===== src/rtl/bcd_updown_counter_display.sv =====
// N-digit BCD up/down counter with three debounced buttons (up, down, clear)
// and a time-multiplexed active-low 7-segment scan driver with leading-zero blanking.
module bcd_updown_counter_display #(
    parameter int DIGITS             = 8,
    parameter int DEBOUNCE_CYCLES    = 100_000,
    parameter int REFRESH_CYCLES     = 100_000,
    parameter int LEADING_ZERO_BLANK = 1
) (
    input  logic                  clk,
    input  logic                  reset,
    input  logic                  btn_up,
    input  logic                  btn_down,
    input  logic                  btn_clear,
    output logic [4*DIGITS-1:0]   count_bcd,
    output logic                  overflow,
    output logic                  underflow,
    output logic [6:0]            seg,
    output logic [DIGITS-1:0]     an
);

    localparam int TW = (DEBOUNCE_CYCLES > 1) ? $clog2(DEBOUNCE_CYCLES) : 1;
    localparam int RW = (REFRESH_CYCLES > 1) ? $clog2(REFRESH_CYCLES) : 1;
    localparam int IW = (DIGITS > 1) ? $clog2(DIGITS) : 1;

    localparam int B_UP    = 0;
    localparam int B_DOWN  = 1;
    localparam int B_CLEAR = 2;

    typedef enum logic [2:0] {
        S_IDLE,
        S_PRESS,
        S_LOCK1,
        S_HELD,
        S_RELEASE,
        S_LOCK0
    } db_state_t;

    logic [2:0] btn_raw;
    logic [2:0] sync1;
    logic [2:0] sync2;
    logic [2:0] press;

    assign btn_raw = {btn_clear, btn_down, btn_up};

    // NOTE: sequential state uses non-blocking assignments so every register
    // samples the pre-edge value of its neighbours, which the 2-FF chain relies on.
    always_ff @(posedge clk or negedge reset) begin
        if (!reset) begin
            sync1 <= '0;
            sync2 <= '0;
        end else begin
            sync1 <= btn_raw;
            sync2 <= sync1;
        end
    end

    for (genvar b = 0; b < 3; b++) begin : g_db
        db_state_t       state;
        logic [TW-1:0]   timer;
        logic            pulse;

        always_ff @(posedge clk or negedge reset) begin
            if (!reset) begin
                state <= S_IDLE;
                timer <= '0;
                pulse <= 1'b0;
            end else begin
                pulse <= 1'b0;
                case (state)
                    S_IDLE: begin
                        if (sync2[b]) begin
                            state <= S_PRESS;
                            pulse <= 1'b1;
                        end
                    end
                    S_PRESS: begin
                        timer <= '0;
                        state <= S_LOCK1;
                    end
                    S_LOCK1: begin
                        if (timer == TW'(DEBOUNCE_CYCLES - 1)) state <= S_HELD;
                        else timer <= timer + 1'b1;
                    end
                    S_HELD: begin
                        if (!sync2[b]) state <= S_RELEASE;
                    end
                    S_RELEASE: begin
                        timer <= '0;
                        state <= S_LOCK0;
                    end
                    S_LOCK0: begin
                        if (timer == TW'(DEBOUNCE_CYCLES - 1)) state <= S_IDLE;
                        else timer <= timer + 1'b1;
                    end
                    default: state <= S_IDLE;
                endcase
            end
        end

        assign press[b] = pulse;
    end

    // Ripple carry/borrow; the carry/borrow left over after the top digit is the wrap flag.
    logic [4*DIGITS-1:0] count_inc;
    logic [4*DIGITS-1:0] count_dec;
    logic                carry;
    logic                borrow;

    // NOTE: every always_comb output gets a default before the loop, so no
    // path leaves a signal unassigned and no latch is inferred.
    always_comb begin
        count_inc = count_bcd;
        count_dec = count_bcd;
        carry     = 1'b1;
        borrow    = 1'b1;
        for (int i = 0; i < DIGITS; i++) begin
            if (carry) begin
                if (count_bcd[4*i +: 4] == 4'd9) begin
                    count_inc[4*i +: 4] = 4'd0;
                end else begin
                    count_inc[4*i +: 4] = count_bcd[4*i +: 4] + 4'd1;
                    carry = 1'b0;
                end
            end
            if (borrow) begin
                if (count_bcd[4*i +: 4] == 4'd0) begin
                    count_dec[4*i +: 4] = 4'd9;
                end else begin
                    count_dec[4*i +: 4] = count_bcd[4*i +: 4] - 4'd1;
                    borrow = 1'b0;
                end
            end
        end
    end

    always_ff @(posedge clk or negedge reset) begin
        if (!reset) begin
            count_bcd <= '0;
            overflow  <= 1'b0;
            underflow <= 1'b0;
        end else begin
            overflow  <= 1'b0;
            underflow <= 1'b0;
            if (press[B_CLEAR]) begin
                count_bcd <= '0;
            end else if (press[B_UP] && !press[B_DOWN]) begin
                count_bcd <= count_inc;
                overflow  <= carry;
            end else if (press[B_DOWN] && !press[B_UP]) begin
                count_bcd <= count_dec;
                underflow <= borrow;
            end
        end
    end

    logic [RW-1:0] tick_cnt;
    logic [IW-1:0] scan_idx;
    logic          tick;

    assign tick = (tick_cnt == RW'(REFRESH_CYCLES - 1));

    always_ff @(posedge clk or negedge reset) begin
        if (!reset) begin
            tick_cnt <= '0;
            scan_idx <= '0;
        end else if (tick) begin
            tick_cnt <= '0;
            scan_idx <= (scan_idx == IW'(DIGITS - 1)) ? '0 : scan_idx + 1'b1;
        end else begin
            tick_cnt <= tick_cnt + 1'b1;
        end
    end

    logic [3:0] digit_sel;
    logic       blank;
    logic       zero_above;

    always_comb begin
        digit_sel  = 4'd0;
        an         = '1;
        blank      = 1'b0;
        zero_above = 1'b1;
        for (int i = 0; i < DIGITS; i++) begin
            if (scan_idx == IW'(i)) begin
                an[i]     = 1'b0;
                digit_sel = count_bcd[4*i +: 4];
            end
        end
        // Walk down from the top digit; a digit blanks only if it and all above are zero.
        for (int i = DIGITS - 1; i > 0; i--) begin
            zero_above = zero_above && (count_bcd[4*i +: 4] == 4'd0);
            if (LEADING_ZERO_BLANK != 0 && zero_above && scan_idx == IW'(i)) blank = 1'b1;
        end
        case (digit_sel)
            4'd0:    seg = 7'b0000001;
            4'd1:    seg = 7'b1001111;
            4'd2:    seg = 7'b0010010;
            4'd3:    seg = 7'b0000110;
            4'd4:    seg = 7'b1001100;
            4'd5:    seg = 7'b0100100;
            4'd6:    seg = 7'b0100000;
            4'd7:    seg = 7'b0001111;
            4'd8:    seg = 7'b0000000;
            4'd9:    seg = 7'b0000100;
            default: seg = 7'b1111111;
        endcase
        if (blank) seg = 7'b1111111;
    end

endmodule


===== config.mk =====
export PLATFORM = sky130hd
export DESIGN_NAME = bcd_updown_counter_display
export DESIGN_NICKNAME = d
export VERILOG_FILES = /design/src/rtl/bcd_updown_counter_display.sv
export SDC_FILE = /design/constraint.sdc
export NUM_CORES = 1
export LEC_CHECK = 0
export BUFFER_PORTS_ARGS = -buffer_cell sky130_fd_sc_hd__clkbuf_2
export CORE_MARGIN = 1.5
export CORE_UTILIZATION = 25
export DETAILED_ROUTE_END_ITERATION = 10
export GPL_TIMING_DRIVEN = 0
export PLACE_DENSITY = 0.39
export SLEW_MARGIN = 0
export SYNTH_ARGS = -nofsm -noshare
export SYNTH_HDL_FRONTEND = slang
export SYNTH_SLANG_ARGS = --single-unit

===== constraint.sdc =====
create_clock -name clk -period 6.75 [get_ports clk]
set_input_delay 1.0125 -clock clk [delete_from_list [all_inputs] [get_ports clk]]
set_output_delay 1.0125 -clock clk [all_outputs]
set_load 0.01 [all_outputs]

* After elaboration in Yosys (flattened, before gate mapping)
Memory sizes are Yosys's and may differ from the RTL's. Cells that the tools add are included.
Word-level totals: register bits after elaboration 123, latch bits 0, bits in writable memories 0, memory bits (read-only) 112, output and inout port bits 49, word-level logic and storage cells 281, memories kept 1
Cells by class: add/sub/neg operators 21, $mul 0, div/mod/pow operators 0, $lt $le $gt $ge 0, equal/unequal tests 56, shift-type cells 0, mux-type cells 121, bitwise operators 0, reductions and logical operators 59
Memory list:
- (name not given) | words 16, bits a word 7, rd ports 1, clocked after Yosys merged registers in 0, write ports 0, line 194 | case (digit_sel)
Operator list (count):
- two-way mux 4 bit | 38
- one-hot mux 17 bit (2 select lines) | 3
- two-way mux 32 bit | 3
- adder 17 x 1 -> 17 bit (second input constant) | 4
- == test 17 bit (second input constant) | 4
- two-way mux 17 bit | 4
- two-way mux 1 bit | 56
- one-hot mux 3 bit (6 select lines) | 3
- two-way mux 3 bit | 13
- adder 4 x 1 -> 4 bit (second input constant) | 8
- == test 4 bit (second input constant) | 8
- logical NOT 4 bit | 8
- subtractor 4 x 1 -> 4 bit (second input constant) | 8
- == test 3 bit (second input constant) | 10
- != test 2 bit (second input constant) | 15
- == test 3 x 2 -> 1 bit (second input constant) | 8
- nonzero test 3 bit | 8
- != test 3 bit (second input constant) | 7
- AND reduction 3 bit | 7
- logical AND 1 bit | 15
- == test 3 x 1 -> 1 bit (second input constant) | 4
- logical NOT 3 bit | 4
- AND reduction 4 bit | 3
- OR reduction 2 bit | 6
- other kinds (5) | 10

* Depth between registers and ports, before layout
depth in word-level cells 12, depth in mapped cells 13

* Worst setup path after synthesis
No wires, ideal clock.
path type reg2out, from register scan_idx[2], to output port seg[5], arrival 2686 ps, data required time 5738 ps, slack 3051 ps, stages on the path, launching flop included 13, path buffers 1, cells stage by stage dfrtp_1 buf_2 clkinv_1 ha_1 or2_2 a221oi_1 o22ai_1 a21oi_1 inv_1 ha_1 inv_1 a21oi_1 o21ai_0
Between the ends: longest elaborated chain between the ends 11, elaborated cells between the ends (all ways) 32, those cells by class eq/ne: 7; mux: 16; reduce/logical: 8; memory: 1
RTL lines:
- start: declaration | line 157 | logic [IW-1:0] scan_idx;
- start signal: assignment | line 168 | scan_idx <= (scan_idx == IW'(DIGITS - 1)) ? '0 : scan_idx + 1'b1;
- logical NOT 3 bit | line 184 | if (scan_idx == IW'(i)) begin
- two-way mux 4 bit (8 in a row) | line 184
- memory read (16 x 7 bit)
- two-way mux 7 bit * | line 207 | if (blank) seg = 7'b1111111;
- end: declaration | line 17 | output logic [6:0] seg,
Every way passes the cells marked *; elsewhere a longest branch is shown, timed or not.

* Final worst setup path
from register scan_idx[2], to output port seg[1]
Same word-level chain as after synthesis.

==> results.json <==
{
  "cts_resized": 0,
  "cp-start-kind": "flop",
  "rsz0062_at_grt": "no",
  "syn_nets": 945,
  "yosysWarnings": 0,
  "hold_path_class": "reg -> reg",
  "outcome": "finished, violations left",
  "num_vias": 6970,
  "clk_pin_slew_ns": 0.06,
  "die_x_um": 180,
  "yosys.area.top_type": "dfrtp_1",
  "cts.path.max_buffers": 2,
  "crit_fanout": 10,
  "drt_first_pass_iters": 8,
  "ys_types": 73,
  "setup_viol": 0,
  "start_util_pct": 25.6,
  "drv_slew": 0,
  "clk_latency_ns": 0.44,
  "grt_pass1_vias": 6720,
  "worst_ep_arrival_time_ns": 3.98,
  "fin_tns_setup_ns": 0,
  "skew_ns": 0.0174,
  "grt_util_all_layers_pct": 14.5,
  "wl_um": 23200,
  "yosysMostFrequentCell": "dfrtp_1",
  "crit_required_ns": 5.74,
  "htreeDepth": 4,
  "synth_enable_flop_cells": 0,
  "place_congestion": 0.849,
  "synth_cells": 922,
  "die_area_um2": 32500,
  "detail-route-antenna-nets": 0,
  "final_hold_viol_count": 0,
  "grt_pass1_wl_um": 37600,
  "antenna_found_initial": 0,
  "p_per_area_nw_per_um2": 379,
  "critPathKind": "reg -> out",
  "routedWlPerCell_um": 16.6,
  "cts_root_buf": "clkbuf_16",
  "nFillCells": 3284,
  "cts_made_buffers": 17,
  "irDropWorstVdd_uv": 196,
  "violations": "design-rule violations",
  "finish.net_count": 1018,
  "ctsHoldBuffers": 0,
  "postCtsSetupBuffers": 0,
  "final_layout_size_suffix_gt1_share_pct": 12.0,
  "portBuffers": 53,
  "max_freq_ghz": 0.200,
  "synth_flop_cell": "dfrtp_1",
  "synth_top_area_share_pct": 39.2,
  "area_growth_pct": 18.0,
  "cts.sinks": 123,
  "vias_per_cell": 4.97,
  "dpl.hpwl_um": 16000,
  "drcViolationCount": 6,
  "avgSynthCellArea_um2": 8.52,
  "rows": 64,
  "synthArstFlopShare_pct": 100,
  "p_leak_nw": 3.88,
  "core_area_um2": 30700,
  "crit_path_end_kind": "primary output",
  "synth-seq-cells": 123,
  "drt_iter0_drc": 448,
  "synth_seq_area_share_pct": 39.2,
  "cts_tree": "done",
  "gr-total-overflow": 0,
  "max_slew.worst_pin.slew_ns": 0.978,
  "die_h_um": 180,
  "yosys-top-cells-count": "dfrtp_1 (123), nor2_1 (112), nand2_1 (77)",
  "utilization_pct": 30.2,
  "relSlewSlack_pct": 34.2,
  "diodes": 0,
  "cap_violations": 0,
  "syn-cell-area_um2": 7860,
  "fin_crit_ns": 5.00,
  "min_period_over_period_pct": 74.0,
  "grt_max_degree": 103,
  "synth.area.top_cells": "dfrtp_1 (39%), nor2_1 (5.3%), xnor2_1 (4.0%)",
  "num_io_pins": 54
}
[layout make-up]
| cell class | instances | area [um^2] | share of cell area, % |
|---|---|---|---|
| well taps | 396 | 495 | 5.34 |
| clock buffers | 21 | 480 | 5.18 |
| inverters | 32 | 120 | 1.29 |
| clock inverters | 10 | 140 | 1.51 |
| multi-input cells | 701 | 4390 | 47.3 |
| repair buffers | 54 | 302 | 3.25 |
| plain buffers | 66 | 272 | 2.93 |
| flip-flops and latches | 123 | 3080 | 33.2 |
[metrics by stage]
step / hold WS [ns] / total power [mW] / setup WS, ns / instances / instance area [um^2]
after global routing: 0.364 / 3.78 / 1.49 / 1403 / 9280
after CTS: 0.350 / 3.56 / 1.76 / 1403 / 9280
after detailed placement: 0.336 / 2.55 / 2.23 / 1372 / 8660
final: 0.349 / 3.52 / 1.75 / 1403 / 9280
after floorplan: 0.331 / 2.05 / 3.05 / 922 / 7860
after global placement: 0.341 / 2.55 / 2.24 / 1371 / 8620
[report_power, final]
group | switching [mW] | internal [mW]
registers | 0.128 | 0.862
clock network | 0.373 | 0.618
logic | 0.981 | 0.557
total | 1.48 | 2.04
[kinds of logic after synthesis]
| kind of cell | share of synthesized area, % |
|---|---|
| buf+inv | 4.98 |
| xor+xnor | 7.69 |
| flops | 39.2 |
| mux | 2.80 |
| fa+ha+maj | 2.87 |
| compound gates | 16.0 |
| simple gates | 26.5 |
[cells in the final DEF, fill, tap and decap left out, types with 9 or more instances in the layout]
cell	synthesis	final
dfrtp_1	123	123
nor2_1	112	112
nand2_1	77	77
a21oi_1	52	52
clkbuf_2	0	52
clkbuf_1	51	51
o21ai_0	50	50
nand3_1	38	38
xnor2_1	36	36
xor2_1	33	33
inv_1	31	31
nor3_1	25	25
nor4_1	19	19
ha_1	18	18
clkbuf_16	0	17
nand2b_1	16	16
nand4_1	16	16
and3_1	15	15
mux2i_1	13	13
a211oi_1	12	12
and4_1	11	11
o211ai_1	11	11
buf_2	10	10
a31oi_1	9	9
o22ai_1	9	9
nor2b_1	9	9
[worst paths after layout]
check,slack (ns),start,end,cells after the start
setup / recovery,1.75,scan_idx[2],seg[1],11
hold / removal,0.35,sync1[1],sync2[1],0
setup reg to reg,3.67,g_db[0].pulse,count_bcd[25],7
hold reg to reg,0.35,sync1[1],sync2[1],0
max in group asynchronous,5.48,reset,g_db[1].timer[14],2
min in group asynchronous,0.44,reset,count_bcd[15],1
[critical path: stages, from the launching register on]
cell      delay [ns]
dfrtp_1         0.34
buf_2           0.21
clkinv_1        0.32
ha_1            0.42
mux2_2          0.26
a41oi_1         0.15
o31ai_1         0.82
inv_1           0.20
ha_1            0.27
mux2_2          0.26
a21oi_1         0.15
clkbuf_2        0.15
[sequential cells by signal, summed over array words and instances (netlist names)]
register / cells
sync2: 3
scan_idx: 3
g_db.timer: 51
tick_cnt: 17
count_bcd: 32
g_db.pulse: 3
overflow: 1
underflow: 1
g_db.state: 9
sync1: 3
[per-layer routing]
metal | track usage, % | wire, um | vias to the layer above
met2 | 22.5 | 10500 | 144
met5 | 0 | 0 | -
li1 | - | - | 3454
met4 | 4.10 | 282 | 0
met1 | 19.6 | 11200 | 3350
met3 | 4.02 | 1250 | 22
(Power assumes the default switching activity.)
